**config.mk**
```make
export PLATFORM = sky130hd
export DESIGN_NAME = pc_sequencer
export DESIGN_NICKNAME = d
export VERILOG_FILES = /design/src/rtl/mips_pkg.sv /design/src/rtl/pc_next_mux.sv /design/src/rtl/pc_sequencer.sv
export SDC_FILE = /design/constraint.sdc
export NUM_CORES = 1
export LEC_CHECK = 0
export BUFFER_PORTS_ARGS = -buffer_cell sky130_fd_sc_hd__buf_2
export CAP_MARGIN = 10
export CORE_MARGIN = 2
export CORE_UTILIZATION = 41
export CTS_CLUSTER_DIAMETER = 120
export DETAILED_ROUTE_END_ITERATION = 10
export PLACE_DENSITY_LB_ADDON = 0.1
export SYNTH_ARGS = -nofsm -noshare
export SYNTH_HDL_FRONTEND = slang
export SYNTH_SLANG_ARGS = --single-unit
```
**constraint.sdc**
```tcl
create_clock -name CLK -period 1.91 [get_ports CLK]
set_input_delay 0.382 -clock CLK [delete_from_list [all_inputs] [get_ports CLK]]
set_output_delay 0.382 -clock CLK [all_outputs]
set_load 0.05 [all_outputs]
```
**src/rtl/mips_pkg.sv**
```systemverilog
// Shared types and constants for the program-counter sequencer and its next-PC mux.
package mips_pkg;

  typedef enum logic {
    RUN  = 1'b0,
    HALT = 1'b1
  } seq_state_e;

  localparam logic [31:0] RESET_PC_DEFAULT = 32'h0000_0000;
  localparam int          INC_DEFAULT      = 4;
  localparam logic [31:0] ALIGN_MASK       = 32'hFFFF_FFFC;

  function automatic logic is_misaligned(input logic [1:0] low_bits);
    return low_bits != 2'b00;
  endfunction

endpackage

```
**src/rtl/pc_next_mux.sv**
```systemverilog
// Combinational next-PC priority select: branch > jump > stall > increment in RUN,
// hold or single-step in HALT. Also reports redirect and misaligned-target flags.
module pc_next_mux
  import mips_pkg::*;
#(
  parameter int WIDTH = 32,
  parameter int INC   = INC_DEFAULT
) (
  input  logic [WIDTH-1:0] pc,
  input  seq_state_e       state,
  input  logic             stall,
  input  logic             branch_taken,
  input  logic [WIDTH-1:0] branch_target,
  input  logic             jump,
  input  logic [WIDTH-1:0] jump_target,
  input  logic             step,
  input  logic             resume,
  output logic [WIDTH-1:0] pc_next,
  output logic             redirect,
  output logic             misalign
);

  localparam logic [WIDTH-1:0] MASK = {{(WIDTH-2){1'b1}}, 2'b00};

  logic [WIDTH-1:0] pc_inc;
  logic [WIDTH-1:0] target;

  assign pc_inc = pc + WIDTH'(INC);

  always_comb begin
    pc_next  = pc_inc;
    target   = '0;
    redirect = 1'b0;
    misalign = 1'b0;
    if (state == HALT) begin
      // Redirects and stalls are ignored while halted; resume beats step.
      pc_next = (step && !resume) ? pc_inc : pc;
    end else if (branch_taken) begin
      target   = branch_target;
      redirect = 1'b1;
    end else if (jump) begin
      target   = jump_target;
      redirect = 1'b1;
    end else if (stall) begin
      pc_next = pc;
    end
    if (redirect) begin
      pc_next  = target & MASK;
      misalign = is_misaligned(target[1:0]);
    end
  end

endmodule

```
**src/rtl/pc_sequencer.sv**
```systemverilog
// Program counter owner: holds the PC and RUN/HALT state, issues one-cycle
// IF/ID flush and misalign pulses on redirects, and gates fetch validity.
module pc_sequencer
  import mips_pkg::*;
#(
  parameter int               WIDTH    = 32,
  parameter logic [WIDTH-1:0] RESET_PC = WIDTH'(RESET_PC_DEFAULT),
  parameter int               INC      = INC_DEFAULT
) (
  input  logic             CLK,
  input  logic             RST,
  input  logic             STALL,
  input  logic             BRANCH_TAKEN,
  input  logic [WIDTH-1:0] BRANCH_TARGET,
  input  logic             JUMP,
  input  logic [WIDTH-1:0] JUMP_TARGET,
  input  logic             HALT_REQ,
  input  logic             STEP,
  input  logic             RESUME,
  output logic [WIDTH-1:0] PC_OUT,
  output logic [WIDTH-1:0] PC_PLUS4,
  output logic             FETCH_VALID,
  output logic             FLUSH,
  output logic             HALTED,
  output logic             MISALIGN
);

  seq_state_e       state_q, state_d;
  logic [WIDTH-1:0] pc_q, pc_d;
  logic             first_q, first_d;
  logic             flush_q, flush_d;
  logic             misalign_q, misalign_d;
  logic             step_valid_q, step_valid_d;

  logic [WIDTH-1:0] pc_next;
  logic             redirect;
  logic             target_misaligned;

  pc_next_mux #(
    .WIDTH(WIDTH),
    .INC  (INC)
  ) u_next_mux (
    .pc           (pc_q),
    .state        (state_q),
    .stall        (STALL),
    .branch_taken (BRANCH_TAKEN),
    .branch_target(BRANCH_TARGET),
    .jump         (JUMP),
    .jump_target  (JUMP_TARGET),
    .step         (STEP),
    .resume       (RESUME),
    .pc_next      (pc_next),
    .redirect     (redirect),
    .misalign     (target_misaligned)
  );

  always_comb begin
    state_d      = state_q;
    pc_d         = pc_next;
    first_d      = 1'b0;
    flush_d      = 1'b0;
    misalign_d   = 1'b0;
    step_valid_d = 1'b0;
    case (state_q)
      RUN: begin
        flush_d    = redirect;
        misalign_d = target_misaligned;
        if (HALT_REQ) begin
          state_d = HALT;
        end
      end
      HALT: begin
        // A fresh halt request pins the sequencer in HALT even against resume.
        if (RESUME && !HALT_REQ) begin
          state_d = RUN;
        end else if (STEP && !RESUME) begin
          step_valid_d = 1'b1;
        end
      end
      default: state_d = RUN;
    endcase
  end

  always_ff @(posedge CLK) begin
    if (RST) begin
      state_q      <= RUN;
      pc_q         <= RESET_PC;
      first_q      <= 1'b1;
      flush_q      <= 1'b0;
      misalign_q   <= 1'b0;
      step_valid_q <= 1'b0;
    end else begin
      state_q      <= state_d;
      pc_q         <= pc_d;
      first_q      <= first_d;
      flush_q      <= flush_d;
      misalign_q   <= misalign_d;
      step_valid_q <= step_valid_d;
    end
  end

  always_comb begin
    FETCH_VALID = 1'b0;
    if (state_q == HALT) begin
      FETCH_VALID = step_valid_q;
    end else begin
      FETCH_VALID = !first_q && (!STALL || redirect);
    end
  end

  assign PC_OUT   = pc_q;
  assign PC_PLUS4 = pc_q + WIDTH'(INC);
  assign FLUSH    = flush_q;
  assign HALTED   = (state_q == HALT);
  assign MISALIGN = misalign_q;

endmodule

```
==> results.sh <==
export IMPL_vdd_drop_max_uv=446
export IMPL_grt_pass1_wl_mm=17.4
export IMPL_synthCells=326
export IMPL_grt_use_total_pct=30.1
export IMPL_routed_wl_mm=12.1
export IMPL_clk_latency_ns=0.30
export IMPL_grt_ovfl_total=0
export IMPL_clock_root_buffer="clkbuf_8"
export IMPL_fin_worst_skew_ns=0.00565
export IMPL_die_h_um=82.9
export IMPL_dp_cells=596
export IMPL_r2r_start="PC_OUT[14]$_SDFFE_PP0P_"
export IMPL_start_util_pct=42.9
export IMPL_rows=28
export IMPL_end_kind="primary output"
export IMPL_worst_slack_ns=-0.413
export IMPL_dp_hpwl_mm=7.27
export IMPL_yosys_warnings=0
export IMPL_n_fill_cell=286
export IMPL_cp_startpoint="PC_OUT[3]$_SDFFE_PP0P_"
export IMPL_violations="negative setup slack"
export IMPL_min_period_ns=2.32
export IMPL_n_antenna_cell=0
export IMPL_drt_pass1_iter_count=5
export IMPL_fin_nets=629
export IMPL_die_w_um=82.9
export IMPL_mostFrequentLayoutCells="108 x buf_2, 77 x buf_4, 60 x buf_6, 30 x a22oi_1, 26 x nor2_1"
export IMPL_dieArea_um2=6880
export IMPL_numCtsBuffers=5
export IMPL_cts_sinks=35
export IMPL_total_power_mw=2.80
export IMPL_p_leak_nw=2.42
export IMPL_synth_cell_types=53
export IMPL_fin_crit_sh_pct=122
export IMPL_grt_pass1_vias=3680
export IMPL_drv_cap=0
export IMPL_ff2ff_path_depth=8
export IMPL_ioPinCount=140
export IMPL_crit_required_ns=1.53
export IMPL_r2r_end="PC_OUT[22]$_SDFFE_PP0P_"
export IMPL_worstSetupPathType="reg2out"
export IMPL_multi_input_area_um2=2470
export IMPL_clk_path_buf_depth=2
export IMPL_synth_flop_cell="dfxtp_1"
export IMPL_grt_max_degree=21
export IMPL_slew_viol_final=0
export IMPL_antenna_found_initial=0
export IMPL_place_gp_congestion=0.825
export IMPL_fmaxAchievable_mhz=430
export IMPL_cts_htree_levels=2
export IMPL_crit_fanout=3
export IMPL_status="finished, violations left"
export IMPL_ys_seq_area_share_pct=27.4
export IMPL_dr_first_iter_drc_count=252
export IMPL_vias=3782
export IMPL_rrSetupSlack_ns=-0.12
export IMPL_rsz0062_at_grt="yes"
export IMPL_regArea_um2=791
export IMPL_stdcell_area_um2=5300
export IMPL_cts_hold_buf=0
export IMPL_hold_viol_final=0
export IMPL_placed_area_um2=4480
export IMPL_routedWlPerCell_um=19.1
export IMPL_power_density_nw_per_um2=529
export IMPL_drc=0
export IMPL_ant_nets=0
export IMPL_area_growth_pct=107
export IMPL_synth_edf_count=0
export IMPL_drive_gt1_share_pct=62.7
export IMPL_hold_class="in2reg"
export IMPL_setup_violations=27
export IMPL_start_kind="flip-flop"
export IMPL_netlist_area_um2=2550
export IMPL_critPathCapture="PC_PLUS4[31]"
export IMPL_final_cells=632
export IMPL_worst_ep_arrival_time_ns=1.94
export IMPL_synth_seq_cells=35
export IMPL_cts_tree="done"
export IMPL_syn_mean_instance_area_um2=7.83
export IMPL_via_per_inst=5.98
export IMPL_clk_pin_slew_worst_paths_ns=0.07
export IMPL_async_reset_ff_share_pct=0
export IMPL_fin_tns_setup_ns=-7.69
export IMPL_core_um2=5960
export IMPL_io_buffers=135
export IMPL_final_common_cell="buf_2"
[cell families (layout without fill, tap and decap cells)]
kind of cell	Yosys count	count (layout)	synth area share (%)
and+or+nand+nor	115	115	24.5
xor gates and xnor gates	28	28	9.60
adders and majority gates	1	1	0.490
DFF	35	35	27.4
buffers and inverters	35	263	5.88
other	1	4	0.147
AOI/OAI and AO/OA	111	111	31.9
[cells in the mapped netlist (4+ instances only)]
| master | number | area, um^2 |
|---|---|---|
| dfxtp_1 | 35 | 701 |
| nor2_1 | 31 | 116 |
| a22oi_1 | 30 | 225 |
| nand3_1 | 25 | 125 |
| nand2_1 | 23 | 86.3 |
| xnor2_1 | 20 | 175 |
| clkbuf_1 | 19 | 71.3 |
| o21ai_0 | 16 | 80.1 |
| a21oi_1 | 13 | 65.1 |
| inv_1 | 8 | 30.0 |
| xor2_1 | 8 | 70.1 |
| o2bb2ai_1 | 7 | 61.3 |
| nor3_1 | 6 | 30.0 |
| o211ai_1 | 6 | 45.0 |
| o311ai_1 | 6 | 52.6 |
| a22o_1 | 5 | 43.8 |
| and3_1 | 5 | 31.3 |
| nand4_1 | 5 | 31.3 |
| o32ai_1 | 5 | 43.8 |
| buf_4 | 4 | 30.0 |
[worst min-delay path by stage]
stage,start,endpoint,slack (ns),cells after the start
finish,HALT_REQ,HALTED$_SDFF_PP0_,0.29,3
global route,HALT_REQ,HALTED$_SDFF_PP0_,0.31,3
CTS,HALT_REQ,HALTED$_SDFF_PP0_,0.30,3
detailed placement,HALTED$_SDFF_PP0_,HALTED$_SDFF_PP0_,0.59,2
global placement,HALTED$_SDFF_PP0_,HALTED$_SDFF_PP0_,0.58,2
floorplan,RST,first_q$_DFF_P_,0.41,0
[timing repair]
action                                  in CTS  in global routing
endpoints found under the setup margin      26                 34
hold endpoints to repair                     0                  0
resized for setup                           93                 40
buffers inserted                            16                 18
pin swaps                                   23                 27
cloned                                       0                  0
[state kept, by name, indices dropped and copies added (netlist names)]
| register | cells |
|---|---|
| MISALIGN | 1 |
| step_valid_q | 1 |
| HALTED | 1 |
| FLUSH | 1 |
| first_q | 1 |
| PC_OUT | 30 |
[area by class of cell]
type	count	share of cell area (%)
inverter	8	0.567
timing repair buffer	247	34.6
multi-input combinational	259	46.6
clock buffer	8	1.51
tap	75	1.77
sequential	35	14.9
[where the power goes]
group	internal (mW)	total, mW	switching, mW
registers	0.789	0.849	0.0594
logic	0.524	1.41	0.882
clock network	0.260	0.549	0.290
[critical path, cell delays in order (launching register included)]
cell	delay, ns
dfxtp_4	0.36
nand4_1	0.18
buf_4	0.21
nor2_4	0.15
buf_4	0.16
nand4_1	0.12
buf_6	0.17
xnor2_4	0.12
buf_6	0.17
[metal layers]
layer  GRT usage, %  up-vias  wire (um)
li1               -     1693          -
met1           36.0     1811       4490
met2           55.4      244       6300
met3           4.87       34        963
met4           8.49        0        299
met5              0        -          0
[through the flow]
stage / hold slack (ns) / utilization [%] / worst slack [ns]
after floorplan: 0.410 / - / -0.389
after global placement: 0.581 / 75.3 / -0.157
after detailed placement: 0.587 / 75.3 / -0.212
after CTS: 0.301 / 84.5 / -0.392
after global routing: 0.308 / 88.9 / -0.488
final: 0.292 / 88.9 / -0.413
(Power assumes the default switching activity.)
